$ cat src/rtl/muldiv_unit.sv
// muldiv_unit: iterative RV32M multiply/divide execution unit.
// One operation in flight; results are handed off on a valid/ready writeback port.
// Divide runs as a restoring radix-2 loop on operand magnitudes. Multiply runs as a
// shift-add loop over a 64-bit accumulator. Both take 32 iterations and share the
// same working registers.
// Optional feature macro: RISK_MUL_EN. When it is defined, MUL/MULH/MULHSU/MULHU are
// implemented. When it is undefined, the multiply datapath is left out and those ops
// return wb_err=1 one cycle after accept.
module muldiv_unit #(
  parameter int XLEN = 32
) (
  input  logic            clk,
  input  logic            rst,
  input  logic            req_valid,
  output logic            req_ready,
  input  logic [2:0]      req_op,
  input  logic [XLEN-1:0] req_rs1,
  input  logic [XLEN-1:0] req_rs2,
  input  logic [4:0]      req_rd,
  output logic            wb_valid,
  input  logic            wb_ready,
  output logic [4:0]      wb_rd,
  output logic [XLEN-1:0] wb_data,
  output logic            wb_err,
  output logic            busy
);

  localparam logic [2:0] OP_MUL    = 3'b000;
  localparam logic [2:0] OP_MULH   = 3'b001;
  localparam logic [2:0] OP_MULHSU = 3'b010;
  localparam logic [2:0] OP_MULHU  = 3'b011;
  localparam logic [2:0] OP_DIV    = 3'b100;
  localparam logic [2:0] OP_DIVU   = 3'b101;
  localparam logic [2:0] OP_REM    = 3'b110;
  localparam logic [2:0] OP_REMU   = 3'b111;

  localparam logic [XLEN-1:0] MIN_NEG = {1'b1, {(XLEN-1){1'b0}}};

  typedef enum logic [1:0] {IDLE, CALC, DONE} state_e;

  state_e            state_q, state_d;
  logic [4:0]        cnt_q, cnt_d;
  logic [2:0]        op_q, op_d;
  logic              neg_q, neg_d;     // final result must be negated
  logic [XLEN-1:0]   a_q, a_d;         // divisor / multiplicand magnitude
  logic [XLEN-1:0]   r_q, r_d;         // partial remainder / product high half
  logic [XLEN-1:0]   q_q, q_d;         // dividend->quotient / multiplier->product low half
  logic [4:0]        rd_q, rd_d;
  logic [XLEN-1:0]   data_q, data_d;
  logic              err_q, err_d;

  logic [XLEN-1:0]   abs1, abs2;
  logic              sgn_div;
  logic [XLEN:0]     r_sh, diff;
  logic [XLEN-1:0]   step_r, step_q;
  logic [XLEN-1:0]   quo_fix, rem_fix, fin_res;
`ifdef RISK_MUL_EN
  logic [XLEN:0]     sum;
  logic [2*XLEN-1:0] prod_fix;
`endif

  assign abs1    = req_rs1[XLEN-1] ? (~req_rs1 + 1'b1) : req_rs1;
  assign abs2    = req_rs2[XLEN-1] ? (~req_rs2 + 1'b1) : req_rs2;
  assign sgn_div = (req_op == OP_DIV) || (req_op == OP_REM);

  // One iteration of whichever algorithm the latched op selects
  always_comb begin
    r_sh   = {r_q, q_q[XLEN-1]};
    diff   = r_sh - {1'b0, a_q};
    step_r = r_q;
    step_q = q_q;
`ifdef RISK_MUL_EN
    sum    = '0;
`endif
    if (op_q[2]) begin
      // Remainder stays below the divisor, so a non-negative difference fits XLEN bits
      if (!diff[XLEN]) begin
        step_r = diff[XLEN-1:0];
        step_q = {q_q[XLEN-2:0], 1'b1};
      end else begin
        step_r = r_sh[XLEN-1:0];
        step_q = {q_q[XLEN-2:0], 1'b0};
      end
    end
`ifdef RISK_MUL_EN
    else begin
      // Add multiplicand into the high half when the multiplier LSB is set, then shift right
      sum    = {1'b0, r_q} + (q_q[0] ? {1'b0, a_q} : {(XLEN+1){1'b0}});
      step_r = sum[XLEN:1];
      step_q = {sum[0], q_q[XLEN-1:1]};
    end
`endif
  end

  // Sign fix-up and result selection applied to the last iteration's output
  always_comb begin
    quo_fix = neg_q ? (~step_q + 1'b1) : step_q;
    rem_fix = neg_q ? (~step_r + 1'b1) : step_r;
`ifdef RISK_MUL_EN
    prod_fix = neg_q ? (~{step_r, step_q} + 1'b1) : {step_r, step_q};
`endif
    fin_res = '0;
    case (op_q)
      OP_DIV, OP_DIVU: fin_res = quo_fix;
      OP_REM, OP_REMU: fin_res = rem_fix;
`ifdef RISK_MUL_EN
      OP_MUL:          fin_res = prod_fix[XLEN-1:0];
      default:         fin_res = prod_fix[2*XLEN-1:XLEN];
`else
      default:         fin_res = '0;
`endif
    endcase
  end

  // Next-state, datapath loads and handshake outputs
  always_comb begin
    state_d   = state_q;
    cnt_d     = cnt_q;
    op_d      = op_q;
    neg_d     = neg_q;
    a_d       = a_q;
    r_d       = r_q;
    q_d       = q_q;
    rd_d      = rd_q;
    data_d    = data_q;
    err_d     = err_q;
    req_ready = 1'b0;
    wb_valid  = 1'b0;
    case (state_q)
      IDLE: begin
        req_ready = 1'b1;
        // A request aimed at x0 is swallowed: nothing to write back
        if (req_valid && (req_rd != 5'd0)) begin
          op_d  = req_op;
          rd_d  = req_rd;
          err_d = 1'b0;
          r_d   = '0;
          cnt_d = '0;
          if (req_op[2]) begin
            if (req_rs2 == '0) begin
              // Divide by zero: quotient all ones, remainder is the dividend
              data_d  = req_op[1] ? req_rs1 : '1;
              state_d = DONE;
            end else if (sgn_div && (req_rs1 == MIN_NEG) && (req_rs2 == '1)) begin
              // Signed overflow: quotient is the dividend, remainder zero
              data_d  = req_op[1] ? '0 : MIN_NEG;
              state_d = DONE;
            end else begin
              a_d     = sgn_div ? abs2 : req_rs2;
              q_d     = sgn_div ? abs1 : req_rs1;
              // Quotient sign is the XOR of operand signs; remainder follows the dividend
              neg_d   = sgn_div & (req_op[1] ? req_rs1[XLEN-1]
                                             : (req_rs1[XLEN-1] ^ req_rs2[XLEN-1]));
              state_d = CALC;
            end
          end else begin
`ifdef RISK_MUL_EN
            a_d = ((req_op == OP_MULH) || (req_op == OP_MULHSU)) ? abs1 : req_rs1;
            q_d = (req_op == OP_MULH) ? abs2 : req_rs2;
            case (req_op)
              OP_MULH:   neg_d = req_rs1[XLEN-1] ^ req_rs2[XLEN-1];
              OP_MULHSU: neg_d = req_rs1[XLEN-1];
              default:   neg_d = 1'b0;   // MUL low half is sign-agnostic; MULHU unsigned
            endcase
            state_d = CALC;
`else
            data_d  = '0;
            err_d   = 1'b1;
            state_d = DONE;
`endif
          end
        end
      end
      CALC: begin
        r_d   = step_r;
        q_d   = step_q;
        cnt_d = cnt_q + 5'd1;
        if (cnt_q == 5'd31) begin
          data_d  = fin_res;
          state_d = DONE;
        end
      end
      DONE: begin
        wb_valid = 1'b1;
        if (wb_ready) state_d = IDLE;
      end
      default: state_d = IDLE;
    endcase
  end

  // State and datapath registers; reset abandons any in-flight result
  always_ff @(posedge clk) begin
    if (rst) begin
      state_q <= IDLE;
      cnt_q   <= '0;
      op_q    <= '0;
      neg_q   <= 1'b0;
      a_q     <= '0;
      r_q     <= '0;
      q_q     <= '0;
      rd_q    <= '0;
      data_q  <= '0;
      err_q   <= 1'b0;
    end else begin
      state_q <= state_d;
      cnt_q   <= cnt_d;
      op_q    <= op_d;
      neg_q   <= neg_d;
      a_q     <= a_d;
      r_q     <= r_d;
      q_q     <= q_d;
      rd_q    <= rd_d;
      data_q  <= data_d;
      err_q   <= err_d;
    end
  end

  assign wb_rd   = rd_q;
  assign wb_data = data_q;
  assign wb_err  = err_q;
  assign busy    = (state_q != IDLE);

endmodule

$ cat config.mk
export PLATFORM = sky130hd
export DESIGN_NAME = muldiv_unit
export DESIGN_NICKNAME = d
export VERILOG_FILES = /design/src/rtl/muldiv_unit.sv
export SDC_FILE = /design/constraint.sdc
export NUM_CORES = 1
export LEC_CHECK = 0
export ABC_CLOCK_PERIOD_IN_PS = 10770
export BUFFER_PORTS_ARGS = -buffer_cell sky130_fd_sc_hd__buf_2
export CAP_MARGIN = 40
export CORE_MARGIN = 4
export CORE_UTILIZATION = 55
export CTS_BUF_LIST = sky130_fd_sc_hd__clkbuf_8 sky130_fd_sc_hd__clkbuf_16
export CTS_CLUSTER_SIZE = 12
export DETAILED_ROUTE_END_ITERATION = 6
export PLACE_DENSITY = 0.75
export SLEW_MARGIN = 5
export SYNTH_ARGS = -nofsm -noshare
export SYNTH_HDL_FRONTEND = slang
export SYNTH_SLANG_ARGS = --single-unit
$ cat constraint.sdc
create_clock -name clk -period 10.77 [get_ports clk]
set_input_delay 0.5385 -clock clk [delete_from_list [all_inputs] [get_ports clk]]
set_output_delay 0.5385 -clock clk [all_outputs]
set_load 0.005 [all_outputs]
; ---- After elaboration in Yosys (flattened, before gate mapping)
; Cells that the tools add are included.
[word_totals]
ff_bits = 145
in_bits = 76
output_inout_bits = 41
wordCells = 98
[op_classes]
add_sub_neg = 6
eq_ne = 18
mux = 39
bitwise = 8
reduce_logical = 17
[ops]
columns = operator, n
row1 = $mux 32, 21
row2 = $pmux 32 s2, 4
row3 = $add 32x1->32 const B, 4
row4 = $not 32->32, 4
row5 = $eq 32x32->1 const B, 2
row6 = $sub 33x32->33, 1
row7 = $logic_not 32->1, 1
row8 = $eq 3x3->1 const B, 6
row9 = $mux 2, 6
row10 = $ne 2x2->1 const B, 6
row11 = $pmux 5 s2, 1
row12 = $reduce_and 5->1, 2
row13 = $pmux 2 s3, 1
row14 = $add 5x1->5 const B, 1
row15 = $eq 5x5->1 const B, 1
row16 = $mux 1, 5
row17 = $mux 5, 1
row18 = $reduce_bool 5->1, 1
row19 = $ne 4x4->1 const B, 1
row20 = $reduce_and 2->1, 2
row21 = $reduce_and 4->1, 1
row22 = $reduce_bool 2->1, 2
row23 = $reduce_or 2->1, 2
row24 = $logic_and 1x1->1, 3
row25 = 8 further kinds, 9

; ---- Logic depth before layout (Yosys ltp)
; Gate-level depths: netlist of the first run.
[depth]
depth_word = 9
ltp_mapped = 25
mapped_depth_nobuf = 22

; ---- Worst setup path after synthesis of the first run
; No wires, ideal clock.
[synth_timing]
kind = register -> register
from = reg q_q[31]
to = reg data_q[30], in the netlist wb_data[30]
setup_ns = 0.058
arrival_time_ns = 4.670
t_required_ns = 10.712
path_slack_ns = 6.042
stages_incl_launch_ff = 25
n_path_buf = 3
period_less_slack_ns = 4.728
cell_sequence = dfxtp_1 -> inv_1 -> ha_1 -> inv_1 -> fa_1 -> a211oi_2 -> o211ai_1 -> a211o_1 -> and3_1 -> buf_6 -> nor3_2 -> clkbuf_1 -> nor3_1 -> a21oi_1 -> ha_1 -> nand3_1 -> nor2_1 -> and3_1 -> clkbuf_1 -> nand3_1 -> or3_1 -> nand3_1 -> a41oi_1 -> a2111oi_0 -> o21a_1
[synth_between]
elab_chain_len = 9
elab_cells_between_ends = 14
cone_classes = add/sub (3) / mux (9) / bitwise (2)
[synth_lines]
columns = element, line
row1 = start: declaration, 47  ; logic [XLEN-1:0] q_q, q_d;
row2 = start signal: assignment, 211  ; q_q <= q_d;
row3 = $sub 33x32->33, 69  ; diff = r_sh - {1'b0, a_q};
row4 = $mux 32 or $mux 1 (tied branches), 77  ; if (!diff[XLEN]) begin
row5 = $mux 32, 75  ; if (op_q[2]) begin
row6 = $not 32->32 (on tied branches), "98, 97"
row7 = $add 32x1->32 (on tied branches), "98, 97"
row8 = $mux 32 (on tied branches), "98, 97"
row9 = $pmux 32 s2 (*), 103  ; case (op_q)
row10 = $mux 32 (*), 178  ; if (cnt_q == 5'd31) begin
row11 = $pmux 32 s2 (*), 129  ; case (state_q)
row12 = end signal: assignment, 213  ; data_q <= data_d;
row13 = end: declaration, 49  ; logic [XLEN-1:0] data_q, data_d;
; Every way passes the cells marked *; elsewhere a longest branch is shown, timed or not. The select of a mux whose other input is x is not followed.
; A chain may end at the register's enable or synchronous reset.

; ---- Worst setup path after layout of the first run
[layout_timing]
from = reg q_q[31]
to = reg data_q[21], in the netlist wb_data[21]
; The elaborated chain is that of the path after synthesis.

==> metrics, run 1 <==
Area Overhead vs Synth 10.4%; DR iter-0 viols roughly 1500; status completed; met2 usage 0.521; Post-CTS Setup Bufs 0; Yosys reg bits 144; fraction of power spent switching nets 0.386; EDFF count, synth 0; clk root buf clkbuf_16; PD cells roughly 130 mW/mm2; # diodes 0; most frequent cell after synthesis nor2_1; Pleak roughly 0.005 uW; Via Count 13600; CTS tree built; Nets 1870; remaining global-route overflow 0; first-pass GRT wire length 65300 um; Max-Cap Viols 0; CP Class flop to flop; clk slew on worst S/H paths 70 ps; sequential share of power 0.342; met1 Usage GRT 0.453; setup_tns 0 ps; ys flop type dfxtp_1; Synth async-reset ratio 0; worst-margin pin slew 955 ps; post-synthesis sequential area ratio 0.237; IR drop worst, VDD around 86 uV; Die Y-Extent about 160 um; H-tree levels 4; M3 GR Usage 0.0451; crit path launch type flop; Worst Hold Depth 3; Slew Viols, Final 0; Post-CTS Resized 0; CORE AREA roughly 0.022 mm2; share of cells above drive strength 1 0.121; die area ~0.025 mm2; TritonCTS Buffers 17; synth unique cells 82; P_sw 698 uW; total global-route track usage 0.329; unrepaired setup endpoints after global routing false; Std-Cell Rows 54; die width between 150 and 200 um; Syn Std Cell Area 0.0121 mm2; synthesized instance count 1713; Hold Worst Slack 356 ps; Mapped Avg Cell Area just over 7 um2; fin crit period 6040 ps; area leader, netlist dfxtp_1; Top Usage Layer GRT met2; gpl congestion around 0.95; FMAX 0.166 GHz; detailed placement HPWL 29900 um; Clock Latency Late Sink 440 ps; vias in the first global route 12500; Detail Route Antenna Nets 0; Int Pwr 1110 uW; CP max FO 23; CTS Buffer Depth 2; Post-Route WL 41300 um; post-synth top area share 0.237; Clock power frac 0.328; Layout Skew 13.9 ps; Worst Hold Class primary input to flop; Comb pwr share 0.330; initial antenna violation count 0; FF-to-FF path depth 17; Tcrit/Tclk final 0.561; ranking of synthesized cells by area dfxtp_1 24%, nor2_1 7.5%, a21oi_1 5.8%; clock sink count approximately 140; Hold Vio Cnt, Final 0; Post-route DRC 0; CP endpoint kind flop; WP data arrival 6360 ps; Ys Warns 0; Post-synth top cells 243 x nor2_1, 144 x dfxtp_1, 141 x a21oi_1; Initial Utilization 0.558; Worst EP required ~11000 ps; Synthesized Nets between 1500 and 2000; Via-to-Cell Ratio 6.63; port buffer count 116; wire per inst between 20 and 25 um; hold_buf cts 0; relative slew slack 0.363; DR pass1 iterations 6; Top Ports ~120; Finish-stage setup viols 0; pin count of the biggest net entering global routing between 70 and 80
per-stage QoR:
stage / setup slack, ps / util / std cells / total power (uW) / instance area [um2]
6_report: 4730 / 0.616 / 2047 / 1810 / 13400
5_1_grt: 4340 / 0.616 / 2047 / 1890 / 13400
4_1_cts: 4850 / 0.616 / 2047 / 1800 / 13400
3_5_place_dp: 4900 / 0.590 / 2015 / 1210 / 12800
3_3_place_gp: 5160 / 0.586 / 2011 / 1190 / 12800
2_1_floorplan: 6040 / - / 1713 / 1030 / 12100
worst paths after layout:
path / from / to / slack (ps)
setup / recovery: q_q[31] / wb_data[21] / 4730
hold / removal: req_rd[0] / wb_rd[0] / 360
setup reg to reg: q_q[31] / wb_data[21] / 4730
hold reg to reg: wb_data[0] / wb_data[0] / 490
layout make-up:
class / instances / area, um2
Clock buffer: 19 / 464
Clock inverter: 13 / 114
Fill cell: 2017 / 8350
Inverter: 68 / 255
Multi-Input combinational cell: 1388 / 8570
Sequential cell: 144 / 2890
Tap cell: 280 / 350
Timing Repair Buffer: 135 / 768
critical path, cell delays in order (launching register included):
cell	delay (ps)
dfxtp_1	340
inv_1	80
ha_1	160
inv_1	50
fa_1	430
a211oi_2	260
o211ai_1	180
a211o_1	330
and3_1	260
o21ai_2	670
nand2_1	720
o31ai_1	510
a32oi_1	270
or4_4	680
o41a_1	410
xor2_1	150
a21oi_1	90
a2111oi_0	340
routing by layer:
layer | vias up | part of all wire
li1 | 6387 | -
met1 | 6347 | 0.42
met5 | - | 0
met2 | 719 | 0.45
met4 | 0 | 0.037
met3 | 113 | 0.089
power groups by stage:
stage | clock network [uW] | registers [uW] | logic (uW)
floorplan | 0 | 613 | 422
global placement | 0 | 627 | 568
finish | 593 | 618 | 597
global route | 620 | 623 | 651
CTS | 595 | 616 | 583
detailed placement | 0 | 628 | 580
kinds of logic after synthesis:
| group | share of synthesized area |
|---|---|
| xor+xnor | 0.0873 |
| fa+ha+maj | 0.0418 |
| mux | 0.0204 |
| simple gates | 0.229 |
| compound gates | 0.326 |
| flops | 0.237 |
| buf+inv | 0.0582 |
placed cells by master (no fill, tap or decap), drive strengths merged, types with 12 or more instances in the layout:
master	n
a211oi	71
o31ai	24
o21ai	133
or4	13
inv	74
nor4	13
clkbuf	19
o211ai	25
nor2	244
nand2	134
xnor2	72
ha	39
and3	14
or3	20
a21o	15
a21oi	146
o22ai	19
a31oi	39
xor2	49
and2	14
nor3	56
a22oi	30
mux2i	18
o21a	12
nand4	22
nand2b	22
nand3	29
buf	134
a311oi	12
dfxtp	144
flip-flops by register name, summed over array words and instances, names as in the netlist:
register / count
state_q: 2
r_q: 32
op_q: 2
wb_data: 32
neg_q: 1
wb_err: 1
cnt_q: 5
wb_rd: 5
q_q: 32
a_q: 32
No activity file was read; power rests on OpenSTA's default activity.
==> inputs of run 2 (changes only) <==
--- a/config.mk
+++ b/config.mk
@@ -5,7 +5,7 @@
 export SDC_FILE = /design/constraint.sdc
 export NUM_CORES = 1
 export LEC_CHECK = 0
-export ABC_CLOCK_PERIOD_IN_PS = 10770
+export ABC_CLOCK_PERIOD_IN_PS = 5200
 export BUFFER_PORTS_ARGS = -buffer_cell sky130_fd_sc_hd__buf_2
 export CAP_MARGIN = 40
 export CORE_MARGIN = 4
@@ -13,7 +13,7 @@
 export CTS_BUF_LIST = sky130_fd_sc_hd__clkbuf_8 sky130_fd_sc_hd__clkbuf_16
 export CTS_CLUSTER_SIZE = 12
 export DETAILED_ROUTE_END_ITERATION = 6
-export PLACE_DENSITY = 0.75
+export PLACE_DENSITY = 0.78
 export SLEW_MARGIN = 5
 export SYNTH_ARGS = -nofsm -noshare
 export SYNTH_HDL_FRONTEND = slang
==> constraint.sdc (replaced) <==
create_clock -name clk -period 5.2 [get_ports clk]
set_input_delay 0.26 -clock clk [delete_from_list [all_inputs] [get_ports clk]]
set_output_delay 0.26 -clock clk [all_outputs]
set_load 0.005 [all_outputs]
==> run 2 against run 1 <==
Net effect:
- the flow now finishes with violations (DRC)
- sequential power is 110% higher
- non-clock buffer count is 24 higher
- die area stayed put
- critical path depth is 1 higher
- global-route usage hardly changed
- combinational power is 120% higher
- highest routed layer is now met5
==> metrics, run 2 (synthesis gave the netlist of run 1 again) <==
status complete, but fails checks; failing checks DRC; Area Overhead vs Synth 12.2%; fill count between 1500 and 2000; first-pass GRT wire length 65400 um; CORE AREA between 0.02 and 0.025 mm2; fraction of power spent switching nets 0.393; clk slew on worst S/H paths 70 ps; # diodes 0; worst-margin pin slew 900 ps; vias in the first global route 12300; Top Usage Layer GRT met2; Layout Skew 15.5 ps; CTS Buffer Depth 2; die width 157 um; Nets 1894; Via-to-Cell Ratio 6.60; relative slew slack 0.384; Hold Vio Cnt, Final 0; pre-CTS setup slack approximately 170 ps; Finish-stage setup viols 0; Post-Route WL 42100 um; CP Class flop to flop; FF-to-FF path depth 18; FMAX 0.199 GHz; Tcrit/Tclk final 0.968; Top Ports 117; M3 GR Usage 0.0666; Comb pwr share 0.346; Initial Utilization 0.558; Std-Cell Rows 54; Pleak 0.00519 uW; detailed placement HPWL 30700 um; worst setup margin 166 ps; Clock power frac 0.315; die area 0.0245 mm2; Slew Viols, Final 0; met2 usage 0.510; Placed Area between 0.01 and 0.015 mm2; commonest non-fill, non-tap cell in the layout nor2_1; final instance area 0.0136 mm2; Die Y-Extent 157 um; pin count of the biggest net entering global routing 74; Int Pwr 2270 uW; port buffer count 116; DR pass1 iterations 7; CTS tree built; total global-route track usage 0.329; IR drop worst, VDD around 210 uV; met1 Usage GRT 0.465; WP data arrival 5360 ps; commonest cells after routing, fill and taps aside 239 x nor2_1, 142 x dfxtp_1, 141 x a21oi_1; wire per inst a little over 20 um; initial antenna violation count 1; crit path launch type flop; hold_buf cts 0; CP max FO 17; Via Count about 14000; remaining global-route overflow 0; Worst EP required 5520 ps; DR iter-0 viols 1867; sequential share of power 0.339; Worst Hold Depth 3; share of cells above drive strength 1 0.140; unrepaired setup endpoints after global routing true; Detail Route Antenna Nets 0; clock sink count 144; P_sw 1480 uW; Post-route DRC 1; CP endpoint kind flop; PD cells 275 mW/mm2; Worst Hold Class primary input to flop; fin crit period just over 5000 ps; clk root buf clkbuf_16; Max-Cap Viols 0; H-tree levels 4; TritonCTS Buffers 17; Clock Latency Late Sink ~440 ps; gpl congestion 0.996
run 2: changes by cell type in the layout (fill, tap and decap cells not counted), moves of 2 or more:
cell and delta:
buf_4 +24, a211oi_1 -2, a211oi_2 +2, and3_1 -2
clkinvlp_4 +2, nand3_1 -2, nand3_2 +2, nor2_1 -2
run 2: worst paths after layout:
path / startpoint / to / slack [ps]
setup / recovery: q_q[31] / wb_data[21] / 170
hold / removal: req_rd[2] / wb_rd[2] / 70
setup reg to reg: q_q[31] / wb_data[21] / 170
hold reg to reg: cnt_q[3] / cnt_q[3] / 480
run 2: metrics by stage:
stage                     TNS, ps  instances  hold slack [ps]  total power [uW]  utilization
final                           0       2071             69.4              3750        0.626
after global routing        -7.87       2071              107              3910        0.626
after floorplan                 0       1713              407              2140            -
after global placement          0       2034              461              2510        0.594
after detailed placement        0       2036              464              2520        0.596
after CTS                       0       2068             57.9              3690        0.621
run 2: critical path, cell delays in order (launching register included):
cell       delay [ps]
dfxtp_1           340
inv_1              90
ha_1              160
inv_1              60
fa_1              430
a211oi_2          240
o211ai_1          210
a211o_1           360
nand3_2           140
a21oi_2            80
buf_4             200
or4_1             590
a31oi_4           230
o2111ai_1         210
or4_4             610
o41a_1            410
xor2_1            140
a21oi_1            80
a2111oi_0         350
run 2: timing repair:
action	CTS	global route
setup endpoints to repair	0	13
resized for setup	0	19
buffers inserted	0	2
run 2: power groups by stage:
stage               Combinational (uW)  Sequential (uW)  Clock, uW
floorplan                          873             1270          0
global placement                  1220             1290          0
detailed placement                1230             1290          0
CTS                               1240             1270       1180
global route                      1410             1280       1230
finish                            1300             1270       1180
run 2: final cells by class:
type                            instances  area, um2  share of cell area
Clock buffer                           17        425              0.0312
Sequential cell                       144       2890               0.212
Tap cell                              280        350              0.0257
Clock inverter                         15        123             0.00900
Multi-Input combinational cell       1388       8650               0.635
Inverter                               68        255              0.0187
Timing Repair Buffer                  159        927              0.0681
run 2: layer usage:
| metal | share of wire | wire (um) |
|---|---|---|
| met4 | 0.027 | 1140 |
| met5 | 0.00019 | 8 |
| met3 | 0.11 | 4600 |
| met2 | 0.44 | 18500 |
| met1 | 0.42 | 17900 |
